## src/rtl/arb_mux4.sv

```systemverilog


module arb_mux4 #(
    parameter int QUANTUM = 4,
    parameter int QW      = 3
) (
    input  logic       clk,
    input  logic       reset,
    input  logic [3:0] req,
    output logic [3:0] gnt,
    output logic [1:0] sel,
    output logic       busy,
    output logic       expire
);
    typedef enum logic {
        S_IDLE,
        S_GRANT
    } state_t;

    state_t        r_state;
    logic [1:0]    r_last;
    logic [QW-1:0] r_cnt;
    logic [3:0]    r_gnt;
    logic [1:0]    r_sel;
    logic          r_busy;
    logic          r_expire;

    logic [3:0]    w_rot;
    logic [1:0]    w_off;
    logic [1:0]    w_win;
    logic          w_found;
    logic [3:0]    w_win_onehot;
    logic [3:0]    w_own_mask;
    logic          w_req_own;
    logic          w_others;
    logic          w_quantum_end;

    // w_rot[k] is the request of index last+1+k, so the lowest set bit is the
    // round-robin winner; the current owner (== last) is naturally searched last.
    genvar gi;
    generate
        for (gi = 0; gi < 4; gi++) begin : g_rot
            assign w_rot[gi] = req[r_last + 2'(gi + 1)];
        end
    endgenerate

    always_comb begin
        w_off = 2'd0;
        for (int k = 3; k >= 0; k--) begin
            if (w_rot[k]) w_off = 2'(k);
        end
    end

    assign w_found       = |w_rot;
    assign w_win         = r_last + 2'd1 + w_off;
    assign w_win_onehot  = 4'b0001 << w_win;
    assign w_own_mask    = 4'b0001 << r_last;
    assign w_req_own     = |(req & w_own_mask);
    assign w_others      = |(req & ~w_own_mask);
    assign w_quantum_end = (r_cnt == QW'(QUANTUM - 1));

    always_ff @(posedge clk or posedge reset) begin
        if (reset) begin
            r_state  <= S_IDLE;
            r_last   <= 2'd3;
            r_cnt    <= '0;
            r_gnt    <= 4'b0000;
            r_sel    <= 2'd0;
            r_busy   <= 1'b0;
            r_expire <= 1'b0;
        end else begin
            r_expire <= 1'b0;
            unique case (r_state)
                S_IDLE: begin
                    if (w_found) begin
                        r_gnt   <= w_win_onehot;
                        r_sel   <= w_win;
                        r_last  <= w_win;
                        r_cnt   <= '0;
                        r_busy  <= 1'b1;
                        r_state <= S_GRANT;
                    end
                end
                S_GRANT: begin
                    if (!w_req_own) begin
                        // Release wins over expiry; hand over with no idle gap.
                        if (w_found) begin
                            r_gnt  <= w_win_onehot;
                            r_sel  <= w_win;
                            r_last <= w_win;
                            r_cnt  <= '0;
                        end else begin
                            r_gnt   <= 4'b0000;
                            r_busy  <= 1'b0;
                            r_cnt   <= '0;
                            r_state <= S_IDLE;
                        end
                    end else if (w_quantum_end && w_others) begin
                        r_gnt    <= w_win_onehot;
                        r_sel    <= w_win;
                        r_last   <= w_win;
                        r_cnt    <= '0;
                        r_expire <= 1'b1;
                    end else if (w_quantum_end) begin
                        r_cnt <= '0;
                    end else begin
                        r_cnt <= r_cnt + QW'(1);
                    end
                end
                default: r_state <= S_IDLE;
            endcase
        end
    end

    assign gnt    = r_gnt;
    assign sel    = r_sel;
    assign busy   = r_busy;
    assign expire = r_expire;

endmodule
```

## config.mk

```make
export PLATFORM = sky130hd
export DESIGN_NAME = arb_mux4
export DESIGN_NICKNAME = d
export VERILOG_FILES = /design/src/rtl/arb_mux4.sv
export SDC_FILE = /design/constraint.sdc
export NUM_CORES = 1
export LEC_CHECK = 0
export CORE_MARGIN = 4
export CORE_UTILIZATION = 46
export CTS_CLUSTER_DIAMETER = 150
export DETAILED_ROUTE_END_ITERATION = 16
export PLACE_DENSITY_LB_ADDON = 0.05
export SLEW_MARGIN = 20
export SYNTH_ARGS = -nofsm -noshare
export SYNTH_HDL_FRONTEND = slang
export SYNTH_SLANG_ARGS = --single-unit
```

## constraint.sdc

```tcl
create_clock -name clk -period 2.6 [get_ports clk]
set_input_delay 0.52 -clock clk [delete_from_list [all_inputs] [get_ports clk]]
set_output_delay 0.52 -clock clk [all_outputs]
set_load 0.01 [all_outputs]
```

=== Yosys cells after proc, flatten, opt, wreduce, memory -nomap -nowiden ===
Index checks and enable logic that the tools add are counted.

* Register bits: 14
* Input bits: 6
* Output and inout port bits: 8
* Logic and storage cells: 72

* Add/sub/neg operators: 5
* Order comparisons: 4
* Eq/ne operators: 5
* Shift-type cells: 2
* Multiplexer cells: 39
* Bitwise logic cells: 4
* Reduce and logical (&&, ||, !) cells: 6

{| class="wikitable"
|+ Operator list
! cell !! count
|-
| 2-bit two-way mux || 9
|-
| 4-bit two-way mux || 4
|-
| 2-bit by 3-bit less-than comparator with 1-bit output (second input constant) || 4
|-
| 1-bit two-way mux || 12
|-
| 3-bit two-way mux || 4
|-
| 4-bit OR reduction || 3
|-
| 4-bit bitwise AND || 2
|-
| 1-bit binary-select mux with 2-bit select || 4
|-
| 2-bit one-hot mux with 2 select lines || 2
|-
| 4-bit one-hot mux with 2 select lines || 1
|-
| 1-bit by 2-bit << shifter with 4-bit output (first input constant) || 2
|-
| 2-bit != test (second input constant) || 3
|-
| 3-bit one-hot mux with 2 select lines || 1
|-
| 2-bit adder (second input constant) || 2
|-
| 4-bit inverter || 1
|-
| 1-bit one-hot mux with 2 select lines || 2
|-
| 3-bit by 1-bit adder with 3-bit output (second input constant) || 1
|-
| 3-bit by 2-bit equality test with 1-bit output (second input constant) || 1
|-
| 3-bit by 2-bit != test with 1-bit output (second input constant) || 1
|-
| 3-bit AND reduction || 1
|-
| 2-bit by 1-bit adder with 2-bit output (second input constant) || 1
|-
| 2-bit adder || 1
|-
| 2-bit AND reduction || 1
|-
| 1-bit logical AND || 1
|-
| 1-bit inverter || 1
|}

=== Depth between registers and ports, before layout ===
Gate-level depths: netlist of the first run.

* Word-level depth: 11
* Mapped depth: 12
* Depth with buffers taken out: 11

=== Worst setup path after synthesis of the first run ===
No wires, ideal clock.

* Kind: reg2reg
* From: reg r_last[0]
* To: reg r_gnt[3] (netlist: gnt[3])
* Library setup time: 0.121 ns
* Arrival: 2.692 ns
* Data required time: 2.479 ns
* Slack: -0.213 ns
* Stages on the path, launching flop included: 11
* Path buffers: 1
* Clock period less this slack: 2.813 ns
* Path through: dfstp_2 -> buf_6 -> inv_1 -> ha_1 -> mux4_2 -> nor2_1 -> ha_1 -> xnor2_1 -> or3_1 -> and3_1 -> a22o_1

* Cells in the longest elaborated chain, start to end: 11
* Elaborated cells on any way between the ends: 33
* Classes of those cells: add/sub: 4; eq/ne: 2; shift: 2; mux: 17; bitwise: 3; reduce/logical: 5

{| class="wikitable"
|+ RTL lines
! what !! RTL line !! source
|-
| from (decl) || 21 || <nowiki>logic [1:0] r_last;</nowiki>
|-
| from (signal assigned) || 78 || <nowiki>r_last <= w_win;</nowiki>
|-
| from (signal assigned) || 90 || <nowiki>r_last <= w_win;</nowiki>
|-
| from (signal assigned) || 101 || <nowiki>r_last <= w_win;</nowiki>
|-
| 2-bit adder / 1-bit binary-select mux with 2-bit select (equally long branches) || 43 || <nowiki>assign w_rot[gi] = req[r_last + 2'(gi + 1)];</nowiki>
|-
| 1-bit binary-select mux with 2-bit select / 1-bit two-way mux (equally long branches) || 43 ||
|-
| 1-bit two-way mux (not written as such) / 2-bit two-way mux (equally long branches) || 43, 50 ||
|-
| 2-bit two-way mux (3 in a row) || 50 || <nowiki>if (w_rot[k]) w_off = 2'(k);</nowiki>
|-
| 2-bit adder || 55 || <nowiki>assign w_win = r_last + 2'd1 + w_off;</nowiki>
|-
| 1-bit by 2-bit << shifter with 4-bit output || 56 || <nowiki>assign w_win_onehot = 4'b0001 << w_win;</nowiki>
|-
| 4-bit two-way mux, on equally long branches || 87, 98 ||
|-
| 4-bit two-way mux || 85 || <nowiki>if (!w_req_own) begin</nowiki>
|-
| 4-bit one-hot mux with 2 select lines || 73 || <nowiki>unique case (r_state)</nowiki>
|-
| to (signal assigned) || 76 || <nowiki>r_gnt <= w_win_onehot;</nowiki>
|-
| to (signal assigned) || 88 || <nowiki>r_gnt <= w_win_onehot;</nowiki>
|-
| to (signal assigned) || 99 || <nowiki>r_gnt <= w_win_onehot;</nowiki>
|-
| to (decl) || 23 || <nowiki>logic [3:0] r_gnt;</nowiki>
|}

Parallel ways exist; a longest one is shown, timed or not. The select of a mux whose other input is x is not followed.
A chain may end at the register's enable or synchronous reset.

=== Worst setup path in the final report of the first run ===
Same ends and word-level chain as after synthesis.

==> qor.txt, run 1 <==
========================================================================================
Result of the run ......................................................... complete, but fails checks
Failing checks ............................................................ negative setup slack
Leakage component of the power ............................................  0.000550 uW
Initial standard-cell utilization of the core .............................        49.4%
# DRC .....................................................................            0
Share of the clock period used by the worst path ..........................         100%
Global-route track usage on met1 ..........................................        17.5%
Synth top cells by count .................................................. sky130_fd_sc_hd__dfrtp_1, sky130_fd_sc_hd__ha_1, sky130_fd_sc_hd__inv_1, sky130_fd_sc_hd__nand2b_1, sky130_fd_sc_hd__nor2_1
Capturing element type of the critical path ...............................     register
Worst setup startpoint .................................................... r_last[0]$_DFFE_PP1P_
Number of placed cells counting well taps .................................          130
Number of nets with antenna violations after detailed routing .............            0
Clock insertion delay at the later pin of the skew report .................      0.27 ns
Total internal power ......................................................      1150 uW
Antenna diodes ............................................................            0
Crit Path Class ........................................................... register to register
Largest area contributor in the netlist ................................... sky130_fd_sc_hd__dfrtp_1
Y dimension of the die ....................................................      51.5 um
TritonCTS clock tree ......................................................        built
Fraction of synthesized cell area taken by the top area cell type .........        34.5%
Via count of the first global-routing pass ................................          678
Total Power Consumption ...................................................      1840 uW
Top-count cell post-synth ................................................. sky130_fd_sc_hd__dfrtp_1
Post-synthesis async set-or-reset flop share ..............................         100%
Number of placed I/O pins .................................................           14
DPL Wire Length ...........................................................      1450 um
Sequential element share of the synthesized area ..........................        40.5%
H-tree depth ..............................................................            1
Total wire length after detailed routing ..................................      1740 um
Clock-pin slew on the worst setup and hold paths ..........................      0.08 ns
Achievable Freq ...........................................................      384 MHz
Clock buffers created by TritonCTS ........................................            3
Core ar. ..................................................................    1760 um^2
Avg Vias per Cell .........................................................         5.02
Root cell of the clock tree ............................................... sky130_fd_sc_hd__clkbuf_4
Endpoint of the most critical register-to-register path ................... gnt[3]$_DFFE_PP0P_
Startpoint Class ..........................................................     register
Post-synthesis instance area ..............................................     871 um^2
Pin count of the biggest net entering global routing ......................           15
Required time of the critical path ........................................      2.76 ns
Number of input and output port buffers inserted ..........................           13
Buffer depth of the longest clock path ....................................            2
Overflow after GRT ........................................................            0
Warnings from Yosys .......................................................            0
Syn Inst Count ............................................................           80
Net count after synthesis .................................................           92
Power Dens Cells .......................................................... 1520 nW/um^2
X dimension of the die ....................................................      51.5 um
Flip-flop and latch count after synthesis .................................           14
Met3 demand-to-capacity share in global routing ...........................        3.44%
Final clock skew ..........................................................   0.00390 ns
Cell variety after synth ..................................................           29
Count of final setup violators ............................................            1
Leading post-synthesis cells by cell area ................................. sky130_fd_sc_hd__dfrtp_1, sky130_fd_sc_hd__ha_1, sky130_fd_sc_hd__mux4_2, sky130_fd_sc_hd__dfstp_2, sky130_fd_sc_hd__nand2b_1
Die footprint .............................................................    2650 um^2
Drt first-iter violations .................................................            8
NumNets Final .............................................................          124
Tightest Hold Check Type .................................................. register to register
Endpoint arrival time on the critical path ................................      2.77 ns
Worst slack at placement ..................................................    -0.273 ns
Slew @ Worst Pin ..........................................................     0.517 ns
Fraction of power spent switching nets ....................................        37.7%
Worst ir drop on vdd ......................................................       973 uV
Detailed-route via count ..................................................          683
Most Crowded Layer GR .....................................................         met2
Std-Cell Rows .............................................................           15
Mean post-synth cell area .................................................    10.9 um^2
Register-to-Register Setup Slack ..........................................    -0.004 ns
Number of search-and-repair iterations in the first detailed-routing pass .            4
Overall track demand over capacity in global routing ......................        15.5%
Post-route non-filler standard cell count .................................          136
Pins over their slew limit ................................................            0
Final critical delay including setup and external delays ..................      2.60 ns
Power spent charging and discharging nets .................................       694 uW
Worst Setup Slack, final ..................................................  -0.00422 ns
Layout cell share with drive strength beyond 1 ............................        35.1%
Antenna violations before repair ..........................................            0
Filler Cells Inserted .....................................................          159
Sink count of the clock tree ..............................................           14
Number of enable flip-flop cells after synthesis ..........................            0
Depth of the worst register-to-register path ..............................            9
Met2 capacity usage during global routing .................................        28.6%
Most common flop cell mapped by yosys ..................................... sky130_fd_sc_hd__dfrtp_1
Relative max-transition margin ............................................        65.5%
Worst-path maximum fanout .................................................            4
Synth-to-layout area growth ...............................................        39.2%
End point of the critical path ............................................ gnt[3]$_DFFE_PP0P_
Number of endpoints with negative hold slack in the final report ..........            0
Sequential power share ....................................................        20.7%
Routability-driven placement congestion ratio .............................        0.857
Logic pwr share ...........................................................        71.0%
RSZ-0062 raised after global routing ......................................         true
Post-DR wirelength/cell ...................................................      12.8 um
Wire length of the first global-routing pass ..............................      3010 um
Worst r2r src ............................................................. r_last[0]$_DFFE_PP1P_
Maximum capacitance violations ............................................            0
Part of the power in the clock network ....................................         8.3%
========================================================================================
-- worst max-delay path, stage by stage (launching register included) --
cell	delay (ns)
sky130_fd_sc_hd__dfstp_2	0.59
sky130_fd_sc_hd__inv_4	0.05
sky130_fd_sc_hd__ha_4	0.28
sky130_fd_sc_hd__mux4_2	0.53
sky130_fd_sc_hd__nor2_2	0.10
sky130_fd_sc_hd__ha_2	0.19
sky130_fd_sc_hd__xnor2_2	0.08
sky130_fd_sc_hd__or3_4	0.35
sky130_fd_sc_hd__and3_4	0.15
sky130_fd_sc_hd__a22o_1	0.17
-- flip-flops by register name, summed over array words and instances (netlist names) --
name     cells
busy         1
expire       1
gnt          4
r_cnt        3
r_last       2
r_state      1
sel          2
-- area by class of cell --
| cell class | instances | area, um^2 | share of cell area (%) |
|---|---|---|---|
| Clock buffer | 4 | 36.3 | 2.99 |
| Inverter | 6 | 25.0 | 2.06 |
| Multi-Input combinational cell | 58 | 517 | 42.6 |
| Sequential cell | 14 | 353 | 29.1 |
| Tap cell | 25 | 31.3 | 2.58 |
| Timing Repair Buffer | 29 | 250 | 20.6 |
-- repair_timing --
item,in CTS,in global routing
pin swaps,2,0
setup endpoints to repair,2,5
cloned,0,0
hold buffers,0,0
resized for setup,3,3
setup buffers,1,1
-- worst min-delay path by stage --
stage,end,start,cells past startpoint
final,r_cnt[2]$_DFFE_PP0P_,r_cnt[2]$_DFFE_PP0P_,1
after global routing,gnt[0]$_DFFE_PP0P_,gnt[0]$_DFFE_PP0P_,1
after CTS,r_cnt[2]$_DFFE_PP0P_,r_cnt[2]$_DFFE_PP0P_,1
after detailed placement,r_cnt[2]$_DFFE_PP0P_,r_cnt[2]$_DFFE_PP0P_,1
after global placement,r_cnt[2]$_DFFE_PP0P_,r_cnt[2]$_DFFE_PP0P_,1
after floorplan,busy$_DFFE_PP0P_,reset,1
-- layout by cell type, fill, tap and decap left out, types with 2 or more instances in the layout --
master                             n
sky130_fd_sc_hd__clkdlybuf4s50_1  13
sky130_fd_sc_hd__mux2_1            2
sky130_fd_sc_hd__a22o_1            4
sky130_fd_sc_hd__dfrtp_1          12
sky130_fd_sc_hd__dfstp_2           2
sky130_fd_sc_hd__a32o_1            2
sky130_fd_sc_hd__a21oi_1           3
sky130_fd_sc_hd__mux4_2            3
sky130_fd_sc_hd__nand2_1           4
sky130_fd_sc_hd__clkbuf_4          3
sky130_fd_sc_hd__ha_1              4
sky130_fd_sc_hd__or2_2             2
sky130_fd_sc_hd__buf_4            16
sky130_fd_sc_hd__inv_1             4
sky130_fd_sc_hd__nor2_1            5
sky130_fd_sc_hd__or2_1             2
sky130_fd_sc_hd__o21ai_0           4
sky130_fd_sc_hd__nand2b_1          6
-- power by group through the flow --
stage	clock (uW)	combinational (uW)	sequential [uW]
2_1_floorplan	0	787	400
3_3_place_gp	0	1180	382
3_5_place_dp	0	1210	387
4_1_cts	161	1250	383
5_1_grt	172	1430	393
6_report	152	1310	382
-- stage by stage --
| stage | instance area [um^2] | util, % | setup TNS, ns | hold slack (ns) |
|---|---|---|---|---|
| after CTS | 1190 | 67.5 | -0.00129 | 0.487 |
| after global routing | 1210 | 68.7 | -0.135 | 0.520 |
| after floorplan | 896 | - | -0.0345 | 0.408 |
| after detailed placement | 1140 | 64.6 | -1.42 | 0.467 |
| after global placement | 1140 | 64.6 | -1.10 | 0.459 |
| final | 1210 | 68.7 | -0.00422 | 0.484 |
-- cells by family after synthesis --
kind of cell | share of synthesized area [%]
AO/OA/AOI/OAI | 13.5
XOR/XNOR | 1.01
AND/OR/NAND/NOR | 16.5
flip-flops | 40.5
multiplexers | 13.4
buffers and inverters | 5.17
adder cells (fa/ha/maj) | 9.91
-- routing by layer --
layer	up-vias	part of all wire (%)	wire length (um)
li1	347	-	-
met1	325	42	733
met2	9	54	939
met3	2	3.2	55
met4	0	0.80	14
met5	-	0	0
No activity file was read; power rests on OpenSTA's default activity.
==> run 2, diff against run 1 <==
Settings changed: ABC_CLOCK_PERIOD_IN_PS from default to 2600, CORE_UTILIZATION 46 to 54, CTS_CLUSTER_SIZE from default to 16, DONT_BUFFER_PORTS from default to 1.
==> run 2 against run 1 <==
Net effect: critical endpoint unchanged; highest routed layer unchanged; sequential share of layout area increased by 5.6 points; setup slack lost 0.014 ns; the flow still finishes with violations (negative setup slack); critical path type unchanged; cell count down 20%; sequential cell count did not move; count of clock-buffer cells in the layout did not move.
==> qor.txt, run 2 (same netlist as run 1, synthesis figures left out) <==
========================================================================================
Result of the run ......................................................... complete, but fails checks
Failing checks ............................................................ negative setup slack
CP bufs+invs ..............................................................            1
Via count of the first global-routing pass ................................          636
Number of nets with antenna violations after detailed routing .............            0
Synth-to-layout area growth ...............................................        16.8%
Worst slack at placement ..................................................   -0.0684 ns
Number of input and output port buffers inserted ..........................            0
Pin count of the biggest net entering global routing ......................           15
Avg Vias per Cell .........................................................         5.76
NumNets Final .............................................................          106
Initial standard-cell utilization of the core .............................        57.8%
Share of the clock period used by the worst path ..........................         101%
Final clock skew ..........................................................   0.00532 ns
Worst path slowest cell ................................................... sky130_fd_sc_hd__dfstp_2
Worst Setup Slack, final ..................................................   -0.0181 ns
Final critical delay including setup and external delays ..................      2.62 ns
Std-Cell Rows .............................................................           14
Post-DR wirelength/cell ...................................................      14.7 um
Count of final setup violators ............................................            1
Maximum capacitance violations ............................................            0
Clock-pin slew on the worst setup and hold paths ..........................      0.09 ns
Max FFs per register ......................................................            4
Core ar. ..................................................................    1510 um^2
Startpoint Class ..........................................................     register
# DRC .....................................................................            0
Family with the most delay on the worst path .............................. simple AND/OR/NAND/NOR gates
Routability-driven placement congestion ratio .............................        0.793
Overall track demand over capacity in global routing ......................        16.9%
Antenna diodes ............................................................            0
TritonCTS clock tree ......................................................        built
List of cells traversed by the critical path .............................. inv_4 > ha_4 > mux4_2 > nor2_2 > ha_2 > xnor2_2 > or3_4 > and3_4 > a22o_1
Crit-path max cell delay ..................................................      0.61 ns
Clock buffers created by TritonCTS ........................................            3
DPL Wire Length ...........................................................      1310 um
Antenna violations before repair ..........................................            0
Achievable Freq ...........................................................      382 MHz
Hold WS ...................................................................     0.143 ns
Overflow after GRT ........................................................            0
Number of placed I/O pins .................................................           14
Buffer depth of the longest clock path ....................................            2
Pins over their slew limit ................................................            0
Sink count of the clock tree ..............................................           14
Total wire length after detailed routing ..................................      1600 um
Detailed-route via count ..................................................          628
Wire length of the first global-routing pass ..............................      2680 um
Root cell of the clock tree ............................................... sky130_fd_sc_hd__clkbuf_4
Crit Path Class ........................................................... register to register
Slew @ Worst Pin ..........................................................     0.506 ns
Top library cells by usage in the layout, fill and taps aside ............. sky130_fd_sc_hd__dfrtp_1, sky130_fd_sc_hd__buf_4, sky130_fd_sc_hd__nand2b_1, sky130_fd_sc_hd__nor2_1
Filler Cells Inserted .....................................................          118
RSZ-0062 raised after global routing ......................................         true
Drt first-iter violations .................................................            9
Required time of the critical path ........................................      2.77 ns
Number of search-and-repair iterations in the first detailed-routing pass .            4
Capturing element type of the critical path ...............................     register
Relative max-transition margin ............................................        66.2%
H-tree depth ..............................................................            1
X dimension of the die ....................................................      48.2 um
Y dimension of the die ....................................................      48.2 um
Die footprint .............................................................    2320 um^2
Layout cell share with drive strength beyond 1 ............................        36.6%
CTS Hold Buffers Added ....................................................            0
Tightest Hold Check Type .................................................. primary input to async pin
Commonest non-fill, non-tap cell in the layout ............................ sky130_fd_sc_hd__dfrtp_1
Clock insertion delay at the later pin of the skew report .................      0.28 ns
Worst-path maximum fanout .................................................            5
Endpoint arrival time on the critical path ................................      2.79 ns
Number of endpoints with negative hold slack in the final report ..........            0
Fraction of the core area covered by cells at the end of the flow .........        67.5%
========================================================================================
run 2: routing by layer:
metal	part of all wire, %	vias up	global-route usage [%]
met3	6.1	2	5.90
met5	0	-	0
met1	43	295	19.7
met2	49	19	28.4
li1	-	312	-
met4	1.2	0	5.91
run 2: area by class of cell:
class | count | area, um^2 | share of cell area, %
Tap cell | 16 | 20.0 | 1.97
Inverter | 6 | 25.0 | 2.46
Timing Repair Buffer | 11 | 82.6 | 8.12
Sequential cell | 14 | 353 | 34.7
Multi-Input combinational cell | 58 | 510 | 50.2
Clock buffer | 4 | 26.3 | 2.58
run 2: path summary, 6_finish.rpt:
kind                                             from                    end  slack [ns]  cells past startpoint
max in group asynchronous                       reset  r_last[0]$_DFFE_PP1P_        2.10                      1
worst min register to register   r_cnt[2]$_DFFE_PP0P_   r_cnt[2]$_DFFE_PP0P_        0.48                      1
worst min-delay path                            reset     gnt[2]$_DFFE_PP0P_        0.14                      1
worst max register to register  r_last[0]$_DFFE_PP1P_     gnt[3]$_DFFE_PP0P_       -0.02                      9
worst max-delay path            r_last[0]$_DFFE_PP1P_     gnt[3]$_DFFE_PP0P_       -0.02                      9
min in group clk                 r_cnt[2]$_DFFE_PP0P_   r_cnt[2]$_DFFE_PP0P_        0.48                      1
run 2: repair_timing:
action                                  4_1_cts  5_1_grt
pin swaps                                     3        3
endpoints found under the setup margin        4        6
buffers inserted                              2        0
gates resized for setup                       2        5
run 2: metrics by stage:
step / TNS, ns / std cells / instance area, um^2
after CTS: -0.0310 / 109 / 1010
after detailed placement: -0.0983 / 103 / 961
after floorplan: -0.0345 / 80 / 896
final: -0.0181 / 109 / 1020
after global placement: -0.00870 / 103 / 961
after global routing: -0.212 / 109 / 1020
Power of run 2 is left out: the tool's default activity adds up to more than one toggle a clock period on the data nets, which glitch-free logic cannot reach.
